===== src/rtl/sad_best_sel.sv =====
// ============================================================================
// Module      : sad_best_sel
// Description : Groups accepted SAD results into blocks of N candidates and
//               emits the minimum SAD and its index per block on a
//               valid/ready record interface. Define SAD_BEST_ZCNT_EN to add
//               a per-block count of zero-SAD beats (best_zcnt).
// Revision    : 1.0 - initial release
// ============================================================================
`default_nettype none

module sad_best_sel #(
    parameter int W = 8,
    parameter int N = 80
) (
    input  logic                     clk,
    input  logic                     rst,
    input  logic                     sad_vld,
    output logic                     rdy_dn,
    input  logic [W+1:0]             sad_res,
    input  logic                     zero,
    output logic                     best_vld,
    input  logic                     best_rdy,
    output logic [W+1:0]             best_sad,
`ifdef SAD_BEST_ZCNT_EN
    output logic [$clog2(N):0]       best_zcnt,
`endif
    output logic [$clog2(N)-1:0]     best_idx
);

    localparam int IDXW = $clog2(N);
    localparam int ZCW  = IDXW + 1;

    localparam logic [IDXW-1:0] c_last = IDXW'(N - 1);
    localparam logic [IDXW-1:0] c_one  = IDXW'(1);

    logic [IDXW-1:0] r_cnt;
    logic [W+1:0]    r_cur_min;
    logic [IDXW-1:0] r_cur_idx;
    logic            r_best_vld;
    logic [W+1:0]    r_best_sad;
    logic [IDXW-1:0] r_best_idx;

    logic            w_last;
    logic            w_rdy;
    logic            w_acc;
    logic [W+1:0]    w_new_min;
    logic [IDXW-1:0] w_new_idx;

    assign w_last = (r_cnt == c_last);
    // Only the closing beat has to wait for the output register to free up.
    assign w_rdy  = !w_last || !r_best_vld || best_rdy;
    assign w_acc  = sad_vld && w_rdy;

    // Running minimum including the current beat; strict compare keeps the earlier index on ties.
    always_comb begin
        w_new_min = r_cur_min;
        w_new_idx = r_cur_idx;
        if (r_cnt == '0) begin
            w_new_min = sad_res;
            w_new_idx = '0;
        end else if (sad_res < r_cur_min) begin
            w_new_min = sad_res;
            w_new_idx = r_cnt;
        end
    end

    always_ff @(posedge clk) begin
        if (rst) begin
            r_cnt      <= '0;
            r_cur_min  <= '0;
            r_cur_idx  <= '0;
            r_best_vld <= 1'b0;
            r_best_sad <= '0;
            r_best_idx <= '0;
        end else begin
            if (w_acc) begin
                r_cur_min <= w_new_min;
                r_cur_idx <= w_new_idx;
                r_cnt     <= w_last ? '0 : r_cnt + c_one;
            end
            if (w_acc && w_last) begin
                r_best_vld <= 1'b1;
                r_best_sad <= w_new_min;
                r_best_idx <= w_new_idx;
            end else if (r_best_vld && best_rdy) begin
                r_best_vld <= 1'b0;
            end
        end
    end

`ifdef SAD_BEST_ZCNT_EN
    logic [ZCW-1:0] r_zcnt;
    logic [ZCW-1:0] r_best_zcnt;
    logic [ZCW-1:0] w_zcnt_nxt;

    assign w_zcnt_nxt = ((r_cnt == '0) ? '0 : r_zcnt) + ZCW'(zero);

    always_ff @(posedge clk) begin
        if (rst) begin
            r_zcnt      <= '0;
            r_best_zcnt <= '0;
        end else begin
            if (w_acc) begin
                r_zcnt <= w_zcnt_nxt;
            end
            if (w_acc && w_last) begin
                r_best_zcnt <= w_zcnt_nxt;
            end
        end
    end

    assign best_zcnt = r_best_zcnt;
`else
    logic [ZCW-1:0] w_unused_zero;
    assign w_unused_zero = ZCW'(zero);
`endif

    assign rdy_dn   = w_rdy;
    assign best_vld = r_best_vld;
    assign best_sad = r_best_sad;
    assign best_idx = r_best_idx;

endmodule

`default_nettype wire


===== config.mk =====
export PLATFORM = sky130hd
export DESIGN_NAME = sad_best_sel
export DESIGN_NICKNAME = d
export VERILOG_FILES = /design/src/rtl/sad_best_sel.sv
export SDC_FILE = /design/constraint.sdc
export NUM_CORES = 1
export LEC_CHECK = 0
export BUFFER_PORTS_ARGS = -buffer_cell sky130_fd_sc_hd__buf_2
export CORE_ASPECT_RATIO = 1.4
export CORE_UTILIZATION = 60
export CTS_CLUSTER_SIZE = 8
export DETAILED_ROUTE_END_ITERATION = 10
export PLACE_DENSITY = 0.82
export RECOVER_POWER = 50
export SLEW_MARGIN = 20
export SYNTH_ARGS = -nofsm -noshare
export SYNTH_HDL_FRONTEND = slang
export SYNTH_SLANG_ARGS = --single-unit

===== constraint.sdc =====
create_clock -name clk -period 4.8 [get_ports clk]
set_input_delay 0.24 -clock clk [delete_from_list [all_inputs] [get_ports clk]]
set_output_delay 0.24 -clock clk [all_outputs]
set_load 0.05 [all_outputs]

==> summary.md, run 1 <==
| Metric | Value |
|---|---|
| Arrival time at the worst endpoint | 3.27 ns |
| Post-Syn Area | 2430 µm² |
| Total Neg Setup Slack | 0 ns |
| Drt wl/cell | about 16 µm |
| Initial antenna violation count | 0 |
| Post-synthesis xor/xnor area fraction | 1.80% |
| Die height | 77.3 µm |
| Fin. Hold Viols | 0 |
| First-pass GRT wire length | 9.20 mm |
| Vias in the first global route | 2,075 |
| Critical Path, Cell by Cell | inv_1 -> ha_1 -> a21oi_1 -> nand2_1 -> a31oi_1 -> clkbuf_1 -> nand3_1 -> o211ai_1 |
| Main synth FF type | dfxtp_1 |
| CTS clk-pin slew, worst paths | 0.08 ns |
| Via-to-Cell Ratio | 6.42 |
| Power Density | 305 nW/µm² |
| Clk_skew | between 0.006 and 0.007 ns |
| Pre-CTS setup slack | 2.15 ns |
| Crit path depth | 8 |
| Outcome | complete, but fails checks |
| Routed Wire Length | roughly 5.7 mm |
| Failing checks | max-capacitance violations, max-slew violations |
| Mean Syn Cell Area | between 7 and 8 µm² |
| Top Family by Delay on Critical Path | compound AO/OA/AOI/OAI gates |
| Top post-synthesis cells by area | dfxtp_1 (35%), nand4_1 (6.4%), ha_1 (5.7%), nand2_1 (4.6%), a31oi_1 (4.4%) |
| Setup bufs post-CTS | 0 |
| Worst-margin pin slew | 1.70 ns |
| Dpl hpwl | 3.76 mm |
| Post-synth ARST share | 0% |
| Clk buf depth | 2 |
| Critical path's largest stage delay | a little over 0.8 ns |
| GRT Total Usage | 26.9% |
| Hold_buf cts | 0 |
| Post-route setup slack | 1.74 ns |
| GPL Wtd Cong | 0.882 |
| EDFF count, synth | 0 |
| DRC errors left | 0 |
| Core area | 3920 µm² |
| Leak | approximately 0.93 nW |
| Syn_nets | approximately 330 |
| Crit end category | flop |
| Sequential area share after synthesis | 34.6% |
| Root buf cell | clkbuf_8 |
| Kind of critical path | reg -> reg |
| CP startpoint kind | flop |
| Endpoints failing setup | 0 |
| Initial Utilization | 61.9% |
| Top post-synthesis cells by count | dfxtp_1 (42), nand2_1 (30), nand4_1 (25) |
| Synth cell types | 35 |
| Chip width | between 50 and 60 µm |
| Most frequent cell after synthesis | dfxtp_1 |
| Yosys warns | 0 |
| Post-cts repair resize count | 0 |
| Proportion of synthesized area in mux cells | 0% |
| Clock insertion delay at the later pin of the skew report | 0.29 ns |
| Largest family of logic cells by synthesized area | simple AND/OR/NAND/NOR gates |
| WP data required | 5.01 ns |
| Crit path time final | 3.06 ns |
| Max Freq | between 0.3 and 0.4 GHz |
| Maximum fanout along the worst path | 18 |
| FF+latch count, synth | 42 |
| First drt pass iteration count | 4 |
| Fraction of layout cells with a size suffix above 1 | 8.75% |
| Hold Path Stages | 3 |
| Critical Path Slowest Stage Cell | a31oi_1 |
| Share of the synthesized area in the top cell type | 34.6% |
| Buf+Inv Stages, Crit Path | 2 |
| Worst Reg-to-Reg Cells | 8 |
| Fin cells | about 360 |
| RSZ-0062 raised after global routing | false |
| Row cnt | 27 |
| Vias | 2,329 |
| Cells after Synth | 305 |
| Max Cap Viol | 1 |
| Final core occ | 67.5% |
| NumNets Final | 345 |
| Global-route congestion overflow total | 0 |
| Yosys top cell by area | dfxtp_1 |
| Cell count after placement | ~360 |
| Max_slew headroom | -13.5% |
| Post-Synth Adder-Cell Area | 5.67% |
| Post-synthesis compound-gate area fraction | 20.2% |
| Layout area overhead | 9.02% |
| Largest net degree at the start of global routing | 47 |
| Inserted Clock Buffers | 5 |
| Fin. max-slew vios | 42 |
| Post-route ant nets | 0 |
| Hold Path Class | in -> reg |
| Die area | 4310 µm² |
| CTS tree | done |
| Ports | 34 |
| Post-Synth Simple-Gate Area | 29.5% |
| H-tree depth | 2 |
| DR iter-0 viols | 80 |
| Port bufs | 32 |
| Fin crit share | between 60% and 70% |
| Max VDD drop | between 0.2 and 0.3 mV |
| CTS sink cnt | 42 |
| Antenna cells | 0 |
-- worst paths after layout --
kind | start | end | slack (ns)
setup / recovery | r_cur_min[4] | best_idx[3] | 1.74
hold / removal | sad_vld | best_vld | 0.21
setup reg to reg | r_cur_min[4] | best_idx[3] | 1.74
hold reg to reg | best_sad[3] | best_sad[3] | 0.45
-- worst min-delay path, stage by stage --
cell and delay [ns]:
buf_2 0.12, nand2_1 0.05, a21oi_1 0.05
-- kinds of logic after synthesis --
family                     after synthesis
adders and majority gates               11
AOI/OAI and AO/OA                       64
and+or+nand+nor                        136
buffers and inverters                   47
DFF                                     42
xor gates and xnor gates                 5
-- metal layers --
| metal | vias up | GRT usage, % | wire, µm |
|---|---|---|---|
| li1 | 1153 | - | - |
| met5 | - | 0 | 0 |
| met4 | 0 | 14.0 | 114 |
| met1 | 1098 | 30.8 | 2380 |
| met2 | 67 | 47.2 | 2940 |
| met3 | 11 | 4.22 | 247 |
-- metrics by stage --
stage	hold WS, ns	power [W]	cell area [µm²]
global route	0.224	0.000846	2650
global placement	0.429	0.000533	2560
finish	0.210	0.000807	2650
CTS	0.208	0.000812	2670
floorplan	0.380	0.000495	2430
detailed placement	0.437	0.000537	2560
-- power breakdown --
group	internal, W	leakage [nW]	switching [W]
registers	0.000362	0.341	0.0000104
clock network	0.000155	0.0514	0.000122
logic	0.0000471	0.541	0.000110
-- cell type report --
class / instances / area [µm²]
Tap cell: 43 / 53.8
Multi-Input combinational cell: 216 / 1410
Timing Repair Buffer: 37 / 166
Sequential cell: 42 / 841
Clock buffer: 6 / 72.6
Inverter: 17 / 63.8
Fill cell: 336 / 1270
Clock inverter: 2 / 37.5
-- state kept, by name, summed over array words and instances (netlist names) --
register   cells
r_cur_idx      7
r_cur_min     10
best_sad      10
best_vld       1
r_cnt          7
best_idx       7
-- cell usage in the layout (no fill, tap or decap), types with 3 or more instances in the layout --
cell type	synthesis	layout
nand4_1	25	25
inv_1	17	17
buf_4	0	3
ha_1	11	11
a21oi_1	6	6
nand2_1	30	30
o41ai_1	5	5
o211ai_1	5	5
nor3_1	7	6
buf_2	6	13
nor3b_1	6	6
nor2_1	19	18
clkbuf_8	0	5
nor2b_1	12	12
o2111ai_1	10	10
dfxtp_1	42	42
o311ai_1	10	10
or4_1	3	3
clkbuf_1	21	22
xor2_1	5	5
nand3_1	14	13
a31oi_1	17	16
nand2b_1	15	15
Note: power is estimated with default switching activity, not from simulation.
==> run 2, diff against run 1 <==
--- a/config.mk
+++ b/config.mk
@@ -7,10 +7,10 @@
 export LEC_CHECK = 0
 export BUFFER_PORTS_ARGS = -buffer_cell sky130_fd_sc_hd__buf_2
 export CORE_ASPECT_RATIO = 1.4
-export CORE_UTILIZATION = 60
+export CORE_UTILIZATION = 52
 export CTS_CLUSTER_SIZE = 8
 export DETAILED_ROUTE_END_ITERATION = 10
-export PLACE_DENSITY = 0.82
+export PLACE_DENSITY = 0.75
 export RECOVER_POWER = 50
 export SLEW_MARGIN = 20
 export SYNTH_ARGS = -nofsm -noshare
==> constraint.sdc (replaced) <==
create_clock -name clk -period 2.5 [get_ports clk]
set_input_delay 0.125 -clock clk [delete_from_list [all_inputs] [get_ports clk]]
set_output_delay 0.125 -clock clk [all_outputs]
set_load 0.05 [all_outputs]
==> run 2 against run 1 <==
First-iteration DRC count increased by 73%; highest routed layer unchanged; final area increased by 1.8%; clock skew increased by 0.0024 ns; register-to-register slack worse by 1.5 ns; the run now ends clean; critical path type unchanged; wire length increased by 1.6%.
==> summary.md, run 2 (synthesis gave the netlist of run 1 again) <==
| Metric | Value |
|---|---|
| Drt wl/cell | 14.9 µm (-4.7%) |
| Dpl hpwl | 3.92 mm (+4.3%) |
| Max VDD drop | 0.375 mV (+50%) |
| Fin. Hold Viols | 0 (unchanged) |
| Routed Wire Length | 5.77 mm (+1.6%) |
| Vias in the first global route | 2,140 (+3.1%) |
| Most common cell after layout, fill and taps aside | dfxtp_1 |
| Crit path time final | 2.22 ns (-0.849 ns) |
| Initial antenna violation count | 0 (unchanged) |
| CTS sink cnt | 42 (unchanged) |
| Post-route setup slack | 0.285 ns (-1.45 ns) |
| Power Density | 555 nW/µm² (+82%) |
| Critical R2R Launch | r_cnt[0] |
| Inserted Clock Buffers | 5 (unchanged) |
| Worst-margin pin slew | 0.788 ns (-0.914 ns) |
| Internal power | 0.00102 W (+81%) |
| Clk buf depth | 2 (unchanged) |
| Die area | 4950 µm² (+15%) |
| Hold Path Class | in -> reg |
| Root buf cell | clkbuf_8 |
| Crit end category | flop |
| RSZ-0062 raised after global routing | false |
| Hold_buf cts | 0 (unchanged) |
| Clock insertion delay at the later pin of the skew report | 0.30 ns (about the same) |
| Global-route congestion overflow total | 0 (unchanged) |
| Largest net degree at the start of global routing | 47 (unchanged) |
| Antenna cells | 0 (unchanged) |
| NumNets Final | 350 (+1.4%) |
| Core area | 4500 µm² (+15%) |
| DRC errors left | 0 (unchanged) |
| Most frequent cells in the layout | dfxtp_1 (42), nand2_1 (30), nand4_1 (25) |
| Outcome | complete, no violations |
| Initial Utilization | 53.9% (-8.0 points) |
| DR iter-0 viols | 138 (+73%) |
| GPL Wtd Cong | 0.798 (-9.5%) |
| Clk_skew | 0.00843 ns (+0.00239 ns) |
| Chip width | 59.7 µm (+7.1%) |
| Endpoints failing setup | 0 (unchanged) |
| Port bufs | 32 (unchanged) |
| CTS tree | done |
| CTS clk-pin slew, worst paths | 0.08 ns (about the same) |
| Max_slew headroom | 47.5% (+61 points) |
| GRT Total Usage | 24.9% (-2.0 points) |
| Comb power frac | 21.0% (+1.5 points) |
| CP startpoint kind | flop |
| Psw | 0.000478 W (+97%) |
| Fin. max-slew vios | 0 (-100%) |
| Hold slack | 0.0919 ns (-0.118 ns) |
| Max Cap Viol | 0 (-1) |
| Total Neg Setup Slack | 0 ns (unchanged) |
| Leak | 0.960 nW (+2.9%) |
| Post-route ant nets | 0 (unchanged) |
| Kind of critical path | reg -> reg |
| Vias | 2,321 (-0.34%) |
| Min-delay src | sad_res[0] |
| Total power | 0.00150 W (+86%) |
| Setup bufs post-CTS | 0 (unchanged) |
| Max Freq | 0.451 GHz (+38%) |
| Die height | 82.8 µm (+7.2%) |
| Row cnt | 29 (+7.4%) |
| Fraction of layout cells with a size suffix above 1 | 11.1% (+2.3 points) |
| Worst setup path start | r_cnt[0] |
| Clock power frac | 31.0% (-3.4 points) |
| Reg power frac | 48.0% (+1.9 points) |
| Post-cts repair resize count | 0 (unchanged) |
| Fin crit share | 88.6% (+25 points) |
| Area of the multi-input gates | 1410 µm² (-0.27%) |
| Layout area overhead | 11.0% |
| First drt pass iteration count | 4 (unchanged) |
| First-pass GRT wire length | 9.70 mm (+5.4%) |
| Arrival time at the worst endpoint | 2.39 ns (-0.88 ns) |
| Pre-CTS setup slack | 0.347 ns (-1.80 ns) |
| H-tree depth | 2 (unchanged) |
| Via-to-Cell Ratio | 6.00 (-6.5%) |
| WP data required | 2.67 ns (-2.34 ns) |
| Ports | 34 (unchanged) |
| Register area | 841 µm² (unchanged) |
| Sw Ratio | 31.9% (+1.8 points) |
| Fillcell total | 446 (+33%) |
| Maximum fanout along the worst path | 41 (+23) |
run 2: cell types whose count changed in the layout (fill, tap and decap cells not counted):
cell       previous run  this run
buf_4                 3         9
clkbuf_1             22        19
a31oi_1              16        15
a31oi_2               1         2
bufinv_16             1         0
clkbuf_2              0         1
clkbuf_8              5         6
clkinv_2              0         1
nand3_1              13        14
nand3_2               1         0
nor2_2                0         1
nor2_4                1         0
run 2: power by group through the flow:
stage                     Combinational, W  Sequential (W)  Clock (W)
after floorplan                   0.000225        0.000725          0
after global placement            0.000303        0.000732          0
after detailed placement          0.000310        0.000732          0
after CTS                         0.000312        0.000717   0.000477
after global routing              0.000355        0.000721   0.000509
final                             0.000314        0.000718   0.000465
run 2: stage by stage:
stage	instances	utilization (%)	instance area, µm²
after global placement	379	58.3	2630
final	387	59.9	2690
after floorplan	305	-	2430
after global routing	387	59.9	2690
after CTS	387	60.5	2720
after detailed placement	379	58.3	2630
run 2: worst max-delay path: stages, from the launching register on:
cell and delay, ns:
dfxtp_1 0.37, ha_1 0.23, and3_1 0.25, a31oi_2 0.18
clkbuf_2 0.64, nor2_1 0.12, a31oi_1 0.17, o311ai_1 0.12
run 2: final cells by class:
cell class                      instances  share of cell area (%)
Clock buffer                            6                    3.07
Clock inverter                          2                   0.464
Inverter                               17                    2.37
Multi-Input combinational cell        216                    52.3
Sequential cell                        42                    31.2
Tap cell                               62                    2.88
Timing Repair Buffer                   42                    7.76
run 2: final timing paths:
path	slack [ns]	cells past startpoint	endpoint
min	0.09	3	best_sad[0]
min reg2reg	0.45	2	best_sad[2]
max	0.28	7	r_cur_min[2]
max reg2reg	0.28	7	r_cur_min[2]
run 2: metal layers:
| layer | GRT usage, % | vias up | part of all wire (%) |
|---|---|---|---|
| li1 | - | 1168 | - |
| met5 | 0 | - | 0 |
| met1 | 30.5 | 1085 | 43 |
| met4 | 8.03 | 0 | 1.1 |
| met3 | 3.27 | 5 | 4.8 |
| met2 | 43.2 | 63 | 52 |
==> run 3, diff against run 2 <==
--- a/config.mk
+++ b/config.mk
@@ -6,11 +6,13 @@
 export NUM_CORES = 1
 export LEC_CHECK = 0
 export BUFFER_PORTS_ARGS = -buffer_cell sky130_fd_sc_hd__buf_2
+export CELL_PAD_IN_SITES_DETAIL_PLACEMENT = 0
+export CELL_PAD_IN_SITES_GLOBAL_PLACEMENT = 1
 export CORE_ASPECT_RATIO = 1.4
-export CORE_UTILIZATION = 52
+export CORE_UTILIZATION = 38
 export CTS_CLUSTER_SIZE = 8
 export DETAILED_ROUTE_END_ITERATION = 10
-export PLACE_DENSITY = 0.75
+export PLACE_DENSITY = 0.74
 export RECOVER_POWER = 50
 export SLEW_MARGIN = 20
 export SYNTH_ARGS = -nofsm -noshare
==> run 3 against run 2 <==
Final area is 2.3% higher; largest cell class unchanged; total power grew 7.2%; hold slack better by 0.0075 ns; global-route usage down 5.7 points; clock power grew 18%; setup slack improved by 0.049 ns; sequential share of layout area fell by 0.71 points; maximum frequency grew 2.3%; die area increased by 36%; via count is 1.4% lower; register-to-register slack improved by 0.05 ns; critical endpoint is now best_sad[4]; sequential cell count is the same.
==> summary.md, run 3 (synthesis gave the netlist of run 1 again) <==
| Metric | Value |
|---|---|
| Outcome | complete, no violations |
| Inserted Clock Buffers | 5 (unchanged) |
| CTS tree | done |
| Fillcell total | 663 (+49%) |
| DRC errors left | 0 (unchanged) |
| Drt wl/cell | 15.8 µm (+6.0%) |
| Port bufs | 32 (unchanged) |
| Chip width | 69.5 µm (+16%) |
| Pre-CTS setup slack | 0.310 ns (-0.0377 ns) |
| Power Density | 582 nW/µm² (+4.8%) |
| RSZ-0062 raised after global routing | false |
| Max Freq | 0.462 GHz (+2.3%) |
| Fin crit share | 86.6% (-2.0 points) |
| Register area | 841 µm² (unchanged) |
| Clk_skew | 0.00563 ns (-0.00279 ns) |
| Initial antenna violation count | 0 (unchanged) |
| Post-route ant nets | 0 (unchanged) |
| R2r endpoint | best_sad[4] |
| Fin. max-slew vios | 0 (unchanged) |
| Min-delay src | sad_res[0] |
| Setup bufs post-CTS | 0 (unchanged) |
| WP data required | 2.74 ns (+0.07 ns) |
| Routed Wire Length | 6.31 mm (+9.3%) |
| NumNets Final | 352 (+0.57%) |
| Fraction of layout cells with a size suffix above 1 | 11.3% (+0.24 points) |
| Row cnt | 34 (+17%) |
| Flop2flop setup slack | 0.33 ns (+0.05 ns) |
| GPL Wtd Cong | 0.768 (-3.7%) |
| Critical Path Slowest Stage Cell | nor2b_1 |
| Post-route setup slack | 0.334 ns (+0.0493 ns) |
| Maximum fanout along the worst path | 9 (-78%) |
| CP startpoint kind | flop |
| Ports | 34 (unchanged) |
| Critical R2R Launch | r_cnt[0] |
| Arrival time at the worst endpoint | 2.40 ns (about the same) |
| Hold Path Sink | best_sad[0] |
| Dpl hpwl | 4.18 mm (+6.6%) |
| Core area | 6210 µm² (+38%) |
| Worst setup path start | r_cnt[0] |
| Crit path time final | 2.17 ns (-0.0493 ns) |
| Max VDD drop | 0.216 mV (-42%) |
| H-tree depth | 2 (unchanged) |
| Area of the multi-input gates | 1400 µm² (-0.44%) |
| CTS sink cnt | 42 (unchanged) |
| Critical Path, Cell by Cell | ha_1 -> and3_1 -> nand4_1 -> nor2b_1 -> buf_4 -> nand2_1 -> nand3_1 |
| Hold Path Stages | 3 (unchanged) |
| Max_slew headroom | 47.2% (-0.25 points) |
| Worst-margin pin slew | 0.792 ns (+0.00376 ns) |
| Vias in the first global route | 2,026 (-5.3%) |
| Worst Reg-to-Reg Cells | 7 (unchanged) |
| Clk buf depth | 2 (unchanged) |
| Post-cts repair resize count | 0 (unchanged) |
| Endpoints failing setup | 0 (unchanged) |
| Die height | 96.6 µm (+17%) |
| First-pass GRT wire length | 10.2 mm (+5.1%) |
| Total Neg Setup Slack | 0 ns (unchanged) |
| Largest net degree at the start of global routing | 47 (unchanged) |
| Most frequent cells in the layout | dfxtp_1 (42), nand2_1 (30), nand4_1 (25) |
| Clock insertion delay at the later pin of the skew report | 0.30 ns (about the same) |
| Root buf cell | clkbuf_8 |
| Max Cap Viol | 0 (unchanged) |
| First drt pass iteration count | 4 (unchanged) |
| Crit end category | flop |
| Layout area overhead | 13.6% |
| Critical path's largest stage delay | 0.63 ns (about the same) |
| Leak | 0.990 nW (+3.2%) |
| Vias | 2,289 (-1.4%) |
| Antenna cells | 0 (unchanged) |
| Die area | 6720 µm² (+36%) |
| Global-route congestion overflow total | 0 (unchanged) |
| Via-to-Cell Ratio | 5.74 (-4.3%) |
| Initial Utilization | 39.1% (-15 points) |
| Kind of critical path | reg -> reg |
| Fin. Hold Viols | 0 (unchanged) |
| Hold Path Class | in -> reg |
| GRT Total Usage | 19.1% (-5.7 points) |
| Hold_buf cts | 0 (unchanged) |
| Most common cell after layout, fill and taps aside | dfxtp_1 |
| DR iter-0 viols | 109 (-21%) |
| CTS clk-pin slew, worst paths | 0.08 ns (about the same) |
==> run 3: changes by cell type in the layout (fill, tap and decap cells not counted), sizes merged <==
cell and delta:
clkinvlp -1, clkinv +1, clkbuf -2, bufinv +1, buf +3
==> run 3: layout make-up <==
| cell class | count | area share (%) |
|---|---|---|
| repair buffers | 44 | 9.12 |
| inverters | 17 | 2.32 |
| multi-input cells | 216 | 50.8 |
| clock buffers | 5 | 2.50 |
| clock inverters | 3 | 1.45 |
| well taps | 72 | 3.27 |
| flip-flops and latches | 42 | 30.5 |
==> run 3: worst max-delay path: cells and delay by family, from the launching register on <==
kind	cells	cell delay (ns)
adder cells (fa/ha/maj)	1	0.23
buffers and inverters	1	0.30
flip-flops	1	0.38
AND/OR/NAND/NOR	5	1.20
==> run 3: where the power goes <==
group | switching (W) | leakage [nW] | total (W) | internal (W)
sequential | 0.0000222 | 0.341 | 0.000717 | 0.000694
combinational | 0.000219 | 0.592 | 0.000339 | 0.000120
clock | 0.000254 | 0.0579 | 0.000549 | 0.000295
==> run 3: how the worst max path moves through the flow <==
stage / endpoint / slack [ns] / depth (start not counted)
2_1_floorplan: r_cur_idx[0] / 0.54 / 8
3_3_place_gp: best_sad[3] / 0.33 / 7
3_5_place_dp: best_sad[3] / 0.31 / 7
4_1_cts: best_sad[3] / 0.28 / 7
5_1_grt: best_sad[9] / 0.08 / 7
6_report: best_sad[4] / 0.33 / 7
==> run 3: per-layer routing <==
| metal | global-route usage, % | wire length, µm | up-vias |
|---|---|---|---|
| met4 | 6.63 | 91 | 0 |
| li1 | - | - | 1167 |
| met5 | 0 | 0 | - |
| met1 | 23.6 | 2950 | 1078 |
| met2 | 33.8 | 3060 | 36 |
| met3 | 3.22 | 199 | 8 |
==> run 3: stage by stage <==
step | cell area, µm² | instances | total power, W | util (%) | hold slack [ns]
after CTS | 2790 | 399 | 0.00162 | 44.9 | 0.0951
after global placement | 2680 | 391 | 0.00107 | 43.1 | 0.409
final | 2760 | 399 | 0.00160 | 44.4 | 0.0994
after global routing | 2760 | 399 | 0.00169 | 44.4 | 0.108
after detailed placement | 2680 | 391 | 0.00107 | 43.1 | 0.408
after floorplan | 2430 | 305 | 0.000950 | - | 0.265
